**src/rtl/fetch_pkg.sv**
```systemverilog
// rtl/fetch_pkg.sv - shared types and constants for the instruction fetch front end
package fetch_pkg;

  localparam int ADDR_W = 16;
  localparam int INST_W = 16;
  localparam int OP_W   = 4;

  localparam logic [OP_W-1:0] HLT_OP_DEF = 4'hF;

  typedef enum logic [1:0] {
    FETCH  = 2'd0,
    DRAIN  = 2'd1,
    HALTED = 2'd2
  } fetch_state_e;

  typedef struct packed {
    logic [INST_W-1:0] instr;
    logic [ADDR_W-1:0] pc_next;
  } fetch_entry_t;

  function automatic logic [OP_W-1:0] opcode_of(input logic [INST_W-1:0] instr);
    return instr[INST_W-1 -: OP_W];
  endfunction

endpackage

```
**src/rtl/fetch_unit_if.sv**
```systemverilog
// rtl/fetch_unit_if.sv - IM, IF/ID and redirect signals of the fetch front end
interface fetch_unit_if;
  import fetch_pkg::*;

  logic [ADDR_W-1:0] im_addr;
  logic              im_rd_en;
  logic [INST_W-1:0] im_instr;
  logic              id_ready;
  logic              if_valid;
  logic [INST_W-1:0] if_instr;
  logic [ADDR_W-1:0] if_pc_next;
  logic              br_taken;
  logic [ADDR_W-1:0] br_target;
  logic [ADDR_W-1:0] fetch_pc;
  logic              hlt;

  modport master (
    output im_addr, im_rd_en, if_valid, if_instr, if_pc_next, fetch_pc, hlt,
    input  im_instr, id_ready, br_taken, br_target
  );

  modport slave (
    input  im_addr, im_rd_en, if_valid, if_instr, if_pc_next, fetch_pc, hlt,
    output im_instr, id_ready, br_taken, br_target
  );

endinterface

```
**src/rtl/fetch_queue.sv**
```systemverilog
// rtl/fetch_queue.sv - prefetch FIFO with flush, occupancy count and head output
module fetch_queue
  import fetch_pkg::*;
#(
  parameter  int DEPTH = 4,
  localparam int PTR_W = $clog2(DEPTH),
  localparam int CNT_W = $clog2(DEPTH + 1)
) (
  input  logic              clk,
  input  logic              rst,
  input  logic              flush_i,
  input  logic              push_i,
  input  fetch_entry_t      push_data_i,
  input  logic              pop_i,
  output fetch_entry_t      head_o,
  output logic [CNT_W-1:0]  count_o
);

  fetch_entry_t       mem_q [DEPTH];
  logic [PTR_W-1:0]   rd_ptr_q, rd_ptr_d;
  logic [PTR_W-1:0]   wr_ptr_q, wr_ptr_d;
  logic [CNT_W-1:0]   count_q, count_d;

  // Pointer/occupancy next state; flush wins over push and pop.
  always_comb begin
    rd_ptr_d = rd_ptr_q;
    wr_ptr_d = wr_ptr_q;
    count_d  = count_q;
    if (flush_i) begin
      rd_ptr_d = '0;
      wr_ptr_d = '0;
      count_d  = '0;
    end else begin
      if (push_i) wr_ptr_d = wr_ptr_q + PTR_W'(1);
      if (pop_i)  rd_ptr_d = rd_ptr_q + PTR_W'(1);
      count_d = count_q + CNT_W'(push_i) - CNT_W'(pop_i);
    end
  end

  // Pointer/occupancy registers.
  always_ff @(posedge clk) begin
    if (rst) begin
      rd_ptr_q <= '0;
      wr_ptr_q <= '0;
      count_q  <= '0;
    end else begin
      rd_ptr_q <= rd_ptr_d;
      wr_ptr_q <= wr_ptr_d;
      count_q  <= count_d;
    end
  end

  // Entry storage; contents beyond the count are don't-care so no reset.
  always_ff @(posedge clk) begin
    if (push_i && !flush_i && !rst) mem_q[wr_ptr_q] <= push_data_i;
  end

  assign head_o  = mem_q[rd_ptr_q];
  assign count_o = count_q;

endmodule

```
**src/rtl/fetch_unit.sv**
```systemverilog
// rtl/fetch_unit.sv - PC sequencing, IM request credit, redirect and halt control
module fetch_unit
  import fetch_pkg::*;
#(
  parameter int              DEPTH   = 4,
  parameter int              PC_STEP = 1,
  parameter logic [OP_W-1:0] HLT_OP  = HLT_OP_DEF
) (
  input  logic         clk,
  input  logic         rst,
  fetch_unit_if.master bus
);

  localparam int CNT_W = $clog2(DEPTH + 1);

  fetch_state_e      state_q, state_d;
  logic [ADDR_W-1:0] fetch_pc_q, fetch_pc_d;
  logic [ADDR_W-1:0] req_pc_q, req_pc_d;
  logic              inflight_q, inflight_d;
  logic              hlt_q, hlt_d;

  logic [CNT_W-1:0]  occ;
  logic [CNT_W:0]    credit_sum;
  fetch_entry_t      head, push_entry;
  logic              redirect, resp_is_hlt, has_credit;
  logic              issue, push, pop, if_valid;

  // A redirect in HALTED is ignored; the queue is already empty there.
  assign redirect    = bus.br_taken && (state_q != HALTED);
  // An HLT word on the return path blocks the request that would follow it.
  assign resp_is_hlt = inflight_q && (opcode_of(bus.im_instr) == HLT_OP);
  // Credit counts the in-flight response so the queue can never overflow.
  assign credit_sum  = {1'b0, occ} + (CNT_W + 1)'(inflight_q);
  assign has_credit  = credit_sum < (CNT_W + 1)'(DEPTH);

  assign issue    = (state_q == FETCH) && has_credit && !bus.br_taken && !resp_is_hlt && !rst;
  assign push     = inflight_q && !bus.br_taken;
  assign if_valid = (occ != '0);
  assign pop      = if_valid && bus.id_ready && !bus.br_taken;

  assign push_entry = '{instr: bus.im_instr, pc_next: req_pc_q + ADDR_W'(PC_STEP)};

  fetch_queue #(.DEPTH(DEPTH)) u_queue (
    .clk         (clk),
    .rst         (rst),
    .flush_i     (bus.br_taken),
    .push_i      (push),
    .push_data_i (push_entry),
    .pop_i       (pop),
    .head_o      (head),
    .count_o     (occ)
  );

  // Next-state for the fetch FSM, PC, in-flight tracking and sticky halt.
  always_comb begin
    state_d    = state_q;
    fetch_pc_d = fetch_pc_q;
    req_pc_d   = req_pc_q;
    inflight_d = issue;
    hlt_d      = hlt_q;

    if (issue) begin
      fetch_pc_d = fetch_pc_q + ADDR_W'(PC_STEP);
      req_pc_d   = fetch_pc_q;
    end

    case (state_q)
      FETCH:   if (push && (opcode_of(bus.im_instr) == HLT_OP)) state_d = DRAIN;
      DRAIN:   if (pop && !push && (occ == CNT_W'(1))) state_d = HALTED;
      HALTED:  state_d = HALTED;
      default: state_d = FETCH;
    endcase

    if (redirect) begin
      state_d    = FETCH;
      fetch_pc_d = bus.br_target;
    end

    if ((state_d == HALTED) && (state_q != HALTED)) hlt_d = 1'b1;
  end

  // Fetch FSM state register.
  always_ff @(posedge clk) begin
    if (rst) state_q <= FETCH;
    else     state_q <= state_d;
  end

  // PC, request-address, in-flight and halt registers.
  always_ff @(posedge clk) begin
    if (rst) begin
      fetch_pc_q <= '0;
      req_pc_q   <= '0;
      inflight_q <= 1'b0;
      hlt_q      <= 1'b0;
    end else begin
      fetch_pc_q <= fetch_pc_d;
      req_pc_q   <= req_pc_d;
      inflight_q <= inflight_d;
      hlt_q      <= hlt_d;
    end
  end

  assign bus.im_addr    = fetch_pc_q;
  assign bus.fetch_pc   = fetch_pc_q;
  assign bus.im_rd_en   = issue;
  assign bus.if_valid   = if_valid;
  assign bus.if_instr   = if_valid ? head.instr   : '0;
  assign bus.if_pc_next = if_valid ? head.pc_next : '0;
  assign bus.hlt        = hlt_q;

endmodule

```
**src/flat_wrapper.sv**
```systemverilog
// flat-port wrapper written by rule: the top's interface ports become plain ports
module fetch_unit_flat import fetch_pkg::*;
#(
  parameter int              DEPTH   = 4,
  parameter int              PC_STEP = 1,
  parameter logic [OP_W-1:0] HLT_OP  = HLT_OP_DEF
)
  (clk, rst, bus_im_addr, bus_im_rd_en, bus_if_valid, bus_if_instr, bus_if_pc_next, bus_fetch_pc, bus_hlt, bus_im_instr, bus_id_ready, bus_br_taken, bus_br_target);
  fetch_unit_if bus_i ();
  input  logic clk;
  input  logic rst;
  output wire logic [$bits(bus_i.im_addr)-1:0] bus_im_addr;
  output wire logic [$bits(bus_i.im_rd_en)-1:0] bus_im_rd_en;
  output wire logic [$bits(bus_i.if_valid)-1:0] bus_if_valid;
  output wire logic [$bits(bus_i.if_instr)-1:0] bus_if_instr;
  output wire logic [$bits(bus_i.if_pc_next)-1:0] bus_if_pc_next;
  output wire logic [$bits(bus_i.fetch_pc)-1:0] bus_fetch_pc;
  output wire logic [$bits(bus_i.hlt)-1:0] bus_hlt;
  input wire logic [$bits(bus_i.im_instr)-1:0] bus_im_instr;
  input wire logic [$bits(bus_i.id_ready)-1:0] bus_id_ready;
  input wire logic [$bits(bus_i.br_taken)-1:0] bus_br_taken;
  input wire logic [$bits(bus_i.br_target)-1:0] bus_br_target;
  assign bus_im_addr = bus_i.im_addr;
  assign bus_im_rd_en = bus_i.im_rd_en;
  assign bus_if_valid = bus_i.if_valid;
  assign bus_if_instr = bus_i.if_instr;
  assign bus_if_pc_next = bus_i.if_pc_next;
  assign bus_fetch_pc = bus_i.fetch_pc;
  assign bus_hlt = bus_i.hlt;
  assign bus_i.im_instr = bus_im_instr;
  assign bus_i.id_ready = bus_id_ready;
  assign bus_i.br_taken = bus_br_taken;
  assign bus_i.br_target = bus_br_target;
  fetch_unit #(.DEPTH(DEPTH), .PC_STEP(PC_STEP), .HLT_OP(HLT_OP)) u_core (.clk(clk), .rst(rst), .bus(bus_i));
endmodule
```
**config.mk**
```make
export PLATFORM = sky130hd
export DESIGN_NAME = fetch_unit_flat
export DESIGN_NICKNAME = d
export VERILOG_FILES = /design/src/rtl/fetch_pkg.sv /design/src/rtl/fetch_unit_if.sv /design/src/rtl/fetch_queue.sv /design/src/rtl/fetch_unit.sv /design/src/flat_wrapper.sv
export SDC_FILE = /design/constraint.sdc
export NUM_CORES = 1
export LEC_CHECK = 0
export ABC_AREA = 1
export CORE_MARGIN = 5
export CORE_UTILIZATION = 45
export DETAILED_ROUTE_END_ITERATION = 10
export PLACE_DENSITY = 0.8
export SLEW_MARGIN = 25
export SYNTH_ARGS = -nofsm -noshare
export SYNTH_HDL_FRONTEND = slang
export SYNTH_HIERARCHICAL = 1
export SYNTH_SLANG_ARGS = --single-unit
```
**constraint.sdc**
```tcl
create_clock -name clk -period 2.6 [get_ports clk]
set_clock_uncertainty 0.1 [all_clocks]
set_input_delay 0.52 -clock clk [delete_from_list [all_inputs] [get_ports clk]]
set_output_delay 0.52 -clock clk [all_outputs]
set_load 0.05 [all_outputs]
```
==> flow_summary.ini, run 1 <==
[synth]
synth.ff_latch_count = 173
yosys-top-cells-area = edfxtp_1 49%, dfxtp_1 12%, nor2_1 8.5%
synth_top_area_cell = edfxtp_1
synth_area_sq_mm = 0.00782
netlist_instances = 818
ys_warn_count = 6
synth.avg_cell_area_sq_um = 9.56
synth_nets = 863
ys_types = 38
synth_top_cell_area_share_pct = 49.1
ys_seq_area_share_pct = 60.6

[floorplanning]
ios = 103
die_y_microns = 142
die-area_sq_mm = 0.0201
row_count = 48
die_w_microns = 142
start_util_pct = 45.5
core_sq_mm = 0.0172

[sta]
max_slew.worst_pin.slew_ps = 528
period_share_pct = 99.5
setup_violations = 0
drv_slew = 0
relSlewSlack_pct = 64.7
fmaxAchievable_mhz = 387
final-hold-violation-count = 0
fin_crit_ps = 2590

[pwr]
powerDensity_mw_per_mm2 = 595
power.total_mw = 6.05
max-vdd-ir-drop_mv = 0.456
power.leakage_nw = 3.88

[routing]
wl_per_cell_microns = 15.5
drt-initial-drc-count = 504
drt_first_pass_iters = 5
ant_nets = 0
vias = 5940
drc_errors = 0
avgViaCountPerCell = 5.10
routed_wl_microns = 18000

[placed_design]
dp_cells = 1129
gp_congestion = 0.838
port_buffers = 102
dpl.hpwl_microns = 11600

[outcome]
status = complete, no violations

[clock_network]
clock_path_buffers = 2
cts.sink_count = 173
clock_latency_ps = 420
cts_tree = done
path_clk_slew_ps = 60
cts_inserted_buffers = 17
htree_levels = 4
clockRootBuffer = clkbuf_16

[global_routing]
grt_use_total_pct = 17.3
grt_max_degree = 63
globalRoute.totalOverflow = 0
grt_pass1_wl_microns = 27800
antenna_found_initial = 0
grt_pass1_vias = 5807

[worst_setup_path]
crit_fanout = 31
worst-setup-path-type = register to primary output
cp_top_family = buffers and inverters
worstPathRequired_ps = 1980
slowest_delay_ps = 350
crit_path_start_kind = register
r2r-start = u_core/u_queue/count_o[1]
cp_cell_sequence = inv_2 -> clkbuf_16 -> nor2_1 -> o21ai_0 -> o21ai_1 -> inv_1 -> nor2_1 -> buf_12
crit_arrival_ps = 1970
path_buf_inv = 4
crit_slowest_cell = dfxtp_2
worst_path_most_repeated_cell = nor2_1
endpoint_kind = primary output

[finish]
num_antenna_cells = 0
areaGrowthSynthToFinish_pct = 29.9
fillers = 1407
fin_cells = 1164
fin_util_pct = 59.2
num-nets-final = 971
drive_gt1_share_pct = 12.8

[hold_path]
hold_path_class = register to register
hold_start = u_core/bus.hlt

[flow_run]
maxCapViolCount = 0
[worst reg2reg max path, cell delays in order (launching register included)]
cell and delay, ps:
dfxtp_1 340, nor2_1 150, nand2_1 110, nand2_1 70, inv_1 60, ha_1 270
inv_1 40, ha_1 170, fa_1 380, inv_1 70, nand3_1 90, a21oi_1 150
[final timing paths]
path | depth (start not counted) | to | slack, ps
setup / recovery | 8 | bus_if_pc_next[0] | 10
hold / removal | 2 | u_core/bus.hlt | 360
setup reg to reg | 11 | u_core/u_queue/count_o[2] | 540
hold reg to reg | 2 | u_core/bus.hlt | 360
[synth_stat cells (all sizes together)]
cell and instances:
nand3 21, nor4 1, clkbuf 16, nor3 7, a21oi 31, nor2 186, o21bai 2, clkinv 1
ha 8, or2 4, nor3b 1, xor2 12, fa 1, inv 89, nand4 7, nand2 98
buf 32, o21ai 122, nand3b 2, edfxtp 128, xnor2 3, dfxtp 45, a21boi 1
[layout by cell type, fill, tap and decap left out, drive strengths merged]
cell type and n:
dfxtp 45, nand4 7, inv 92, or2 4
a21boi 1, nor2 186, nand3b 2, ha 8
clkdlybuf4s50 69, fa 1, a21oi 31, bufinv 1
edfxtp 128, nor3b 1, nor4 1, buf 65
nor3 7, o21ai 122, xor2 12, xnor2 3
clkinvlp 3, nand2 98, clkinv 7, o21bai 2
nand3 21, clkbuf 22
[report_power, final]
part	switching, mW	internal (mW)	total [mW]
Combinational	0.387	0.254	0.642
Clock	1.02	1.32	2.34
Sequential	0.0559	3.01	3.06
[metrics by stage]
stage	worst slack, ps	hold slack, ps	setup TNS [ps]	area (sq um)
finish	12.8	358	0	10200
global placement	71.5	345	0	9500
floorplan	123	357	0	7820
CTS	-34.2	368	-87.1	10100
detailed placement	2.71	353	0	9500
global route	-40.1	396	-49.5	10200
[area by class of cell]
| class | count | area (sq um) | area share [%] |
|---|---|---|---|
| tap | 225 | 282 | 2.77 |
| clock inverter | 13 | 118 | 1.16 |
| inverter | 90 | 358 | 3.52 |
| timing repair buffer | 137 | 1820 | 17.9 |
| multi-input combinational | 507 | 2410 | 23.7 |
| clock buffer | 19 | 433 | 4.26 |
| sequential | 173 | 4750 | 46.7 |
[layer usage]
layer / GRT usage [%] / part of all wire (%)
met4: 5.00 / 1.7
met5: 0 / 0
met3: 3.51 / 6.5
met2: 30.0 / 49
met1: 21.9 / 42
[state kept, by name, summed over array words and instances (netlist names), named ones only]
register / cells
u_core/u_queue/mem_q: 128
u_core/bus.fetch_pc: 16
u_core/req_pc_q: 16
u_core/u_queue/count_o: 3
u_core/state_q: 2
u_core/u_queue/rd_ptr_q: 2
u_core/u_queue/wr_ptr_q: 2
u_core/bus.hlt: 1
u_core/inflight_q: 1
[timing repair]
item                                    in CTS  in global routing
cloned                                       0                  3
endpoints found under the setup margin      10                 30
hold buffers                                 0                  0
buffers inserted                             0                  0
resized for setup                            2                 11
[logic make-up after synthesis]
logic type	count (synthesis)	share of synthesized area (%)
buffers and inverters	138	8.62
flip-flops	173	60.6
AND/OR/NAND/NOR	327	17.4
AO/OA/AOI/OAI	156	10.1
adder cells (fa/ha/maj)	9	1.54
XOR/XNOR	15	1.68
(Power assumes the default switching activity.)
==> run 2: changes to the inputs <==
CELL_PAD_IN_SITES_DETAIL_PLACEMENT = 0   (was unset)
CELL_PAD_IN_SITES_GLOBAL_PLACEMENT = 1   (was unset)
CORE_UTILIZATION = 43   (was 45)
MAX_ROUTING_LAYER = met4   (was unset)
PLACE_DENSITY = 0.9   (was 0.8)
clock period = 2.66 ns   (was 2.6 ns; I/O delays follow)
==> run 2 against run 1 <==
  * Cell count decreased by 0.60%
  * Via count fell by 4.5%
  * Clock power increased by 13%
  * Combinational power is 4.2% lower
  * Largest cell class unchanged
  * Highest routed layer unchanged
==> flow_summary.ini, run 2 (same netlist as run 1, synthesis figures left out) <==
[worst_setup_path]
crit_fanout = 3
crit_slowest_cell = clkdlybuf4s50_1
worst_path_most_repeated_cell = nand2_1
slowest_delay_ps = 480
cp_top_family = buffers and inverters
worst-setup-path-type = input port to primary output
crit_path_start_kind = input port
r2r_cells = 11
cp_cell_sequence = clkdlybuf4s50_1 -> nand2_1 -> o21ai_0 -> nand2_1 -> nand2_4 -> inv_12 -> buf_12
crit_arrival_ps = 1910
rr_endpoint = u_core/u_queue/count_o[2]
endpoint_kind = primary output
path_buf_inv = 3
worstPathRequired_ps = 2030
r2r-start = u_core/u_queue/count_o[1]
reg2reg_slack_ps = 590

[routing]
routed_wl_microns = 16900
drc_errors = 0
drt_first_pass_iters = 4
wl_per_cell_microns = 14.6
drt-initial-drc-count = 275
vias = 5671
ant_nets = 0
avgViaCountPerCell = 4.90

[floorplanning]
die_w_microns = 145
ios = 103
start_util_pct = 43.6
core_sq_mm = 0.0180
die_y_microns = 145
row_count = 49
die-area_sq_mm = 0.0210

[hold_path]
min_to = u_core/bus.hlt
worstHoldPathCells = 2
hold_path_class = register to register
hold_start = u_core/bus.hlt

[sta]
drv_slew = 0
fin_crit_ps = 2540
final-hold-violation-count = 0
period_share_pct = 95.6
fmaxAchievable_mhz = 393
setup_violations = 0
max_slew.worst_pin.slew_ps = 506
relSlewSlack_pct = 66.1

[pwr]
power.leakage_nw = 3.84
max-vdd-ir-drop_mv = 0.470
power.total_mw = 6.26
powerDensity_mw_per_mm2 = 619

[finish]
fillers = 1510
num-nets-final = 960
areaGrowthSynthToFinish_pct = 29.1
layout_commonest_cell = nor2_1
num_antenna_cells = 0
drive_gt1_share_pct = 12.2
mostFrequentLayoutCells = 171 x nor2_1, 128 x edfxtp_1, 94 x nand2_1, 86 x o21ai_0, 85 x inv_1
fin_util_pct = 56.2
top_register = u_core/u_queue/mem_q
largest_reg_flops = 128
final_area_sq_mm = 0.0101

[global_routing]
grt_max_degree = 46
antenna_found_initial = 0
grt_pass1_wl_microns = 27300
grt_use_total_pct = 17.2
grt_pass1_vias = 5570
globalRoute.totalOverflow = 0

[placed_design]
port_buffers = 102
placed_cell_area_sq_mm = 0.00939
dpl.hpwl_microns = 10900
gp_congestion = 0.830

[clock_network]
cts.sink_count = 173
htree_levels = 4
holdBufCountCts = 0
path_clk_slew_ps = 60
cts_tree = done
clock_latency_ps = 420
clock_path_buffers = 2
clockRootBuffer = clkbuf_16
cts_inserted_buffers = 17

[outcome]
status = complete, no violations

[flow_run]
maxCapViolCount = 0
-- run 2: changes by cell type in the layout (fill, tap and decap cells not counted), sizes merged --
cell / previous run / this run
clkbuf: 22 / 21
buf: 65 / 56
clkinv: 7 / 5
bufinv: 1 / 5
clkinvlp: 3 / 2
inv: 92 / 90
-- run 2: how the worst max path moves through the flow --
stage | start | to | slack, ps | cells after the start
4_1_cts | register | bus_if_pc_next[11] | 6 | 8
5_1_grt | register | bus_if_instr[5] | -8 | 8
3_5_place_dp | bus_im_instr[15] | u_core/bus.fetch_pc[13] | 40 | 10
3_3_place_gp | bus_im_instr[15] | u_core/bus.fetch_pc[13] | 30 | 10
2_1_floorplan | bus_br_taken | u_core/u_queue/mem_q[0][0] | 170 | 4
6_report | bus_im_instr[15] | bus_im_rd_en | 120 | 7
-- run 2: power breakdown --
group,switching (mW),internal [mW]
sequential,0.0545,2.94
combinational,0.377,0.238
clock,0.961,1.68
total,1.39,4.86
-- run 2: routing by layer --
layer	wire length, microns	vias up	track usage (%)
li1	-	2875	-
met1	7750	2622	22.0
met2	8060	161	27.5
met3	830	13	3.25
met4	240	0	5.99
met5	0	-	-
-- run 2: timing repair --
item | in CTS | in global routing
resized for setup | 3 | 15
cloned | 0 | 1
setup buffers | 0 | 0
setup endpoints to repair | 3 | 15
endpoints found under the hold margin | 0 | 0
pin swaps | 0 | 0
-- run 2: worst reg2reg max path, delay by kind of cell (launching register included) --
kind                     cells  cell delay (ps)
AND/OR/NAND/NOR              4              410
AO/OA/AOI/OAI                1              130
buffers and inverters        3              160
flip-flops                   1              350
adder cells (fa/ha/maj)      3              840
-- run 2: metrics by stage --
stage / instances / hold WS (ps) / TNS [ps] / worst slack (ps)
floorplan: 818 / 357 / 0 / 171
detailed placement: 1124 / 358 / 0 / 41.1
CTS: 1156 / 376 / 0 / 6.50
global route: 1157 / 410 / -7.75 / -7.75
global placement: 1124 / 365 / 0 / 27.2
finish: 1157 / 377 / 0 / 116
-- run 2: area by class of cell --
cell class	count	area [sq um]	share of cell area, %
clock inverters	12	193	1.91
well taps	229	287	2.84
repair buffers	126	1640	16.2
flip-flops and latches	173	4750	47.0
inverters	90	363	3.59
clock buffers	20	447	4.42
multi-input cells	507	2420	24.0
